[config.mk]
export PLATFORM = sky130hd
export DESIGN_NAME = uart_rx
export DESIGN_NICKNAME = d
export VERILOG_FILES = /design/src/rtl/uart_pkg.sv /design/src/rtl/sync_ff.sv /design/src/rtl/uart_rx.sv
export SDC_FILE = /design/constraint.sdc
export NUM_CORES = 1
export LEC_CHECK = 0
export BUFFER_PORTS_ARGS = -buffer_cell sky130_fd_sc_hd__buf_2
export CAP_MARGIN = 20
export CORE_MARGIN = 2
export CORE_UTILIZATION = 55
export CTS_CLUSTER_DIAMETER = 100
export DETAILED_ROUTE_END_ITERATION = 7
export PLACE_DENSITY = 0.82
export SYNTH_ARGS = -nofsm -noshare
export SYNTH_HDL_FRONTEND = slang
export SYNTH_SLANG_ARGS = --single-unit
[constraint.sdc]
create_clock -name clk -period 6 [get_ports clk]
set_input_delay 0.6 -clock clk [delete_from_list [all_inputs] [get_ports clk]]
set_output_delay 0.6 -clock clk [all_outputs]
set_load 0.01 [all_outputs]
[src/rtl/uart_pkg.sv]
// Shared types and constants for the UART receive path.
// The half-bit helper sets where the start bit is sampled.
package uart_pkg;

  localparam int UART_DATA_BITS = 8;
  localparam int UART_DIV_W     = 16;

  typedef enum logic [2:0] {
    ST_IDLE,
    ST_START,
    ST_DATA,
    ST_STOP,
    ST_BREAK
  } state_e;

  function automatic logic [UART_DIV_W-1:0] half_bit_load(
    input logic [UART_DIV_W-1:0] bit_div
  );
    return (bit_div >> 1) - 16'd1;
  endfunction

endpackage

[src/rtl/sync_ff.sv]
// Multi-stage synchronizer for an asynchronous input.
// All stages reset to 1 so an idle serial line reads as idle.
module sync_ff #(
  parameter int STAGES = 2
) (
  input  logic clk,
  input  logic reset,
  input  logic d_i,
  output logic q_o
);

  logic [STAGES-1:0] ff_q;

  always_ff @(posedge clk) begin
    if (reset) begin
      ff_q <= '1;
    end else begin
      ff_q <= {ff_q[STAGES-2:0], d_i};
    end
  end

  assign q_o = ff_q[STAGES-1];

endmodule

[src/rtl/uart_rx.sv]
// 8N1-style UART receiver with a run-time bit period
// and a single-entry valid/ready holding register.
module uart_rx
  import uart_pkg::*;
#(
  parameter int DATA_BITS   = UART_DATA_BITS,
  parameter int SYNC_STAGES = 2
) (
  input  logic                 clk,
  input  logic                 reset,
  input  logic [15:0]          div,
  input  logic                 rx,
  output logic [DATA_BITS-1:0] dout,
  output logic                 valid,
  input  logic                 ready,
  output logic                 busy,
  output logic                 framing_err,
  output logic                 overrun
);

  localparam int IDX_W = (DATA_BITS > 1) ? $clog2(DATA_BITS) : 1;

  state_e               state_q, state_d;
  logic [15:0]          bit_div_q, bit_div_d;
  logic [15:0]          cnt_q, cnt_d;
  logic [IDX_W-1:0]     idx_q, idx_d;
  logic [DATA_BITS-1:0] sh_q, sh_d;
  logic [DATA_BITS-1:0] dout_q, dout_d;
  logic                 valid_q, valid_d;
  logic                 ferr_q, ferr_d;
  logic                 ovr_q, ovr_d;
  logic                 fin_q, fin_d;
  logic                 rx_s;
  logic                 cnt_zero;
  logic                 good;

  sync_ff #(
    .STAGES (SYNC_STAGES)
  ) u_sync (
    .clk   (clk),
    .reset (reset),
    .d_i   (rx),
    .q_o   (rx_s)
  );

  assign cnt_zero = (cnt_q == 16'd0);

  always_ff @(posedge clk) begin
    if (reset) begin
      state_q   <= ST_IDLE;
      bit_div_q <= '0;
      cnt_q     <= '0;
      idx_q     <= '0;
      sh_q      <= '0;
      dout_q    <= '0;
      valid_q   <= 1'b0;
      ferr_q    <= 1'b0;
      ovr_q     <= 1'b0;
      fin_q     <= 1'b0;
    end else begin
      state_q   <= state_d;
      bit_div_q <= bit_div_d;
      cnt_q     <= cnt_d;
      idx_q     <= idx_d;
      sh_q      <= sh_d;
      dout_q    <= dout_d;
      valid_q   <= valid_d;
      ferr_q    <= ferr_d;
      ovr_q     <= ovr_d;
      fin_q     <= fin_d;
    end
  end

  always_comb begin
    state_d   = state_q;
    bit_div_d = bit_div_q;
    cnt_d     = cnt_q;
    idx_d     = idx_q;
    sh_d      = sh_q;
    ferr_d    = 1'b0;
    fin_d     = 1'b0;
    good      = 1'b0;

    if (state_q == ST_START || state_q == ST_DATA ||
        state_q == ST_STOP) begin
      cnt_d = cnt_q - 16'd1;
    end

    unique case (state_q)
      ST_IDLE: begin
        if (!rx_s) begin
          bit_div_d = div;
          cnt_d     = half_bit_load(div);
          state_d   = ST_START;
        end
      end
      ST_START: begin
        if (cnt_zero) begin
          if (!rx_s) begin
            cnt_d   = bit_div_q - 16'd1;
            idx_d   = '0;
            state_d = ST_DATA;
          end else begin
            state_d = ST_IDLE;
          end
        end
      end
      ST_DATA: begin
        if (cnt_zero) begin
          sh_d              = sh_q >> 1;
          sh_d[DATA_BITS-1] = rx_s;
          cnt_d             = bit_div_q - 16'd1;
          idx_d             = idx_q + IDX_W'(1);
          if (idx_q == IDX_W'(DATA_BITS - 1)) begin
            state_d = ST_STOP;
          end
        end
      end
      ST_STOP: begin
        if (cnt_zero) begin
          fin_d = 1'b1;
          if (rx_s) begin
            good    = 1'b1;
            state_d = ST_IDLE;
          end else begin
            ferr_d  = 1'b1;
            state_d = ST_BREAK;
          end
        end
      end
      ST_BREAK: begin
        if (rx_s) begin
          state_d = ST_IDLE;
        end
      end
      default: begin
        state_d = ST_IDLE;
      end
    endcase
  end

  // A completed byte wins over a same-cycle accept; a full, unaccepted
  // register keeps its old byte and flags the loss instead.
  always_comb begin
    dout_d  = dout_q;
    valid_d = valid_q;
    ovr_d   = 1'b0;
    if (valid_q && ready) begin
      valid_d = 1'b0;
    end
    if (good) begin
      if (valid_q && !ready) begin
        ovr_d = 1'b1;
      end else begin
        dout_d  = sh_q;
        valid_d = 1'b1;
      end
    end
  end

  assign dout        = dout_q;
  assign valid       = valid_q;
  assign framing_err = ferr_q;
  assign overrun     = ovr_q;
  assign busy        = (state_q != ST_IDLE) || fin_q;

endmodule

==> reports/results.txt <==
FF-to-FF End: dout[2]$_SDFFE_PP0P_
Synth unique cells: 53
Mapped Nets: 430
Synthesis-to-layout area growth: 10.3%
Setup TNS: 0 ns
Worst Setup Slack, final: 3.57 ns
R2R cell count: 7
Num CTS Buffers: 9
Seq cells post-synth: 60
N_diodes: 0
Initial antenna violation count: 0
Period utilization: 0.406
Initial Utilization: 0.570
Setup slack, reg-to-reg: 3.57 ns
Final instance area: 0.00374 mm^2
Clk slew on worst S/H paths: 0.07 ns
Hold path depth: 1
Maximum vdd ir drop: 183 uV
Async set-reset flop share out of synthesis: 0
Worst hold slack: 0.423 ns
Max Cap Viol: 0
Clk Latency, worst-skew pair: 0.36 ns
EDFF count, synth: 0
Cell chain of the critical path: inv_1 > ha_1 > nor4b_2 > and4_1 > and4_1 > mux2i_1 > nor2_1
Global placer's final weighted congestion: 0.949
CTS-repair resized insts: 0
Leak Pwr: 1.46 nW
Layout Cells excl Fill: 507
# setup viols final: 0
Drt via density: 5.88
ANT nets after route: 0
Avg Inst Size Synth: 8.40 um^2
Unrepaired setup endpoints after global routing: no
Cells after synthesis: 404
Wire length per cell: 15.2 um
Layout Skew: 0.00554 ns
Slew Viols, Final: 0
Commonest non-fill, non-tap cell in the layout: dfxtp_1
Placed cell count: 491
Worst Path Required: 6.23 ns
Footprint of the multi-input gates: 0.00206 mm^2
WL final: 7720 um
Vias: 2,980
Final Critical Period: 2.43 ns
Mapped cell area: 0.00339 mm^2
Placed standard-cell area: 0.00356 mm^2
Layout cell share with drive strength beyond 1: 0.171
Pre-CTS WS: 3.36 ns
Die area: 0.00681 mm^2
Fin nets: 453
CTS tree: done
Min-Delay Path Class: reg -> reg
Critical path arrival: 2.66 ns
Most frequent CP cell: and4_1
GRT overflow: 0
Final hold vios: 0
CTS Root Cell: clkbuf_8
Vias in the first global route: 2,711
Core area: 0.00596 mm^2
IO Port Bufs: 31
Crit-path slowest cell: and4_1
Sequential area share after synthesis: 0.354
CTS Hold Bufs: 0
Max Root-Sink Buffers: 2
Setup CP Type: reg -> reg
Initial DRC Count: 250
Pre-antenna DRT Iters: 5
Worst-Margin Slew: 0.911 ns
Worst slew margin: 0.393
Total GRT Usage: 0.245
First-pass GRT wire length: 12,700 um
Largest incremental delay on the critical path: 0.57 ns
Post-CTS Setup Inserts: 0
Worst r2r src: cnt_q[0]$_SDFF_PP0_
Pin count of the biggest net entering global routing: 62
Syn. warnings: 0
Most frequent cells in the layout: 60 x dfxtp_1, 50 x nand2_1, 40 x nor2_1
Fillcell total: 526
Drt drc: 0
Crit path max fanout: 8
Post-DP HPWL: 5300 um
Status: finished clean
Io pins: 32
FF+latch area: 0.00120 mm^2
PwrDens: 258 mW/mm^2
CP endpoint: dout[2]$_SDFFE_PP0P_
Crit path launch type: register
Die Height: 82.5 um
H-tree levels: 3
# clock sinks: 60
Crit path capture type: register
Ys flop type: dfxtp_1
Maximum clock frequency: 411 MHz
Critical path startpoint: cnt_q[0]$_SDFF_PP0_
Die outline width: 82.5 um
Cell Rows: 28
[synthesized netlist by cell type (3+ instances only)]
cell type / n / area share
or4_1: 9 / 0.020
dfxtp_1: 60 / 0.35
nand3_1: 9 / 0.013
o21ai_0: 3 / 0.0044
nand2b_1: 6 / 0.011
nor3_1: 18 / 0.027
or3_1: 3 / 0.0055
nand2_1: 50 / 0.055
nor3_2: 3 / 0.0089
nor2_1: 40 / 0.044
a21oi_1: 33 / 0.049
a221o_1: 5 / 0.015
nor4_1: 10 / 0.018
xnor2_1: 20 / 0.052
a22oi_1: 9 / 0.020
inv_1: 11 / 0.012
nand4_1: 6 / 0.011
xor2_1: 18 / 0.046
mux2i_1: 22 / 0.065
clkbuf_1: 16 / 0.018
ha_1: 6 / 0.022
or2_2: 6 / 0.011
[cell type report]
class                           instances  share of cell area
Timing Repair Buffer                   33              0.0455
Multi-Input combinational cell        312               0.550
Inverter                               11              0.0110
Sequential cell                        60               0.321
Tap cell                               75              0.0251
Clock buffer                            9              0.0331
Clock inverter                          7              0.0141
[metrics by stage]
step | util | total power, mW
5_1_grt | 0.628 | 1.01
2_1_floorplan | - | 0.595
3_3_place_gp | 0.598 | 0.635
4_1_cts | 0.628 | 0.963
3_5_place_dp | 0.598 | 0.641
6_report | 0.628 | 0.964
[sequential cells by signal, indices dropped and copies added (netlist names)]
| name | flops |
|---|---|
| framing_err | 1 |
| overrun | 1 |
| dout | 8 |
| idx_q | 3 |
| cnt_q | 16 |
| fin_q | 1 |
| state_q | 3 |
| sh_q | 8 |
| valid | 1 |
| u_sync.ff_q | 2 |
| bit_div_q | 16 |
[critical path: cells and delay by family (launching register included)]
family                     cells  cell delay (ns)
adders and majority gates      1             0.19
buffers and inverters          1             0.12
DFF                            1             0.34
muxes                          1             0.24
and+or+nand+nor                4             1.39
[routing by layer]
metal / vias up / GRT usage / part of all wire
met4: 0 / 0.113 / 0.020
met2: 106 / 0.369 / 0.46
met1: 1377 / 0.333 / 0.46
li1: 1481 / - / -
met5: - / 0 / 0
met3: 16 / 0.0576 / 0.055
[worst min path at each step]
stage / from / to / slack (ns)
2_1_floorplan: u_sync.ff_q[0]$_SDFF_PP1_ / u_sync.ff_q[1]$_SDFF_PP1_ / 0.39
3_3_place_gp: u_sync.ff_q[0]$_SDFF_PP1_ / u_sync.ff_q[1]$_SDFF_PP1_ / 0.39
3_5_place_dp: u_sync.ff_q[0]$_SDFF_PP1_ / u_sync.ff_q[1]$_SDFF_PP1_ / 0.40
4_1_cts: rx / u_sync.ff_q[0]$_SDFF_PP1_ / 0.42
5_1_grt: rx / u_sync.ff_q[0]$_SDFF_PP1_ / 0.43
6_report: u_sync.ff_q[0]$_SDFF_PP1_ / u_sync.ff_q[1]$_SDFF_PP1_ / 0.42
[power breakdown]
group / leakage (nW) / internal [mW] / switching, mW / total [mW]
Clock: 0.0896 / 0.151 / 0.176 / 0.327
Combinational: 0.880 / 0.0858 / 0.111 / 0.197
Sequential: 0.487 / 0.414 / 0.0254 / 0.439
Total: 1.46 / 0.651 / 0.313 / 0.964
[cells by family after synthesis]
family / Yosys count / synth area share
buffers and inverters: 32 / 0.0420
xor gates and xnor gates: 38 / 0.0981
adders and majority gates: 6 / 0.0221
muxes: 22 / 0.0649
DFF: 60 / 0.354
AOI/OAI and AO/OA: 60 / 0.111
and+or+nand+nor: 186 / 0.308
(Power assumes the default switching activity.)
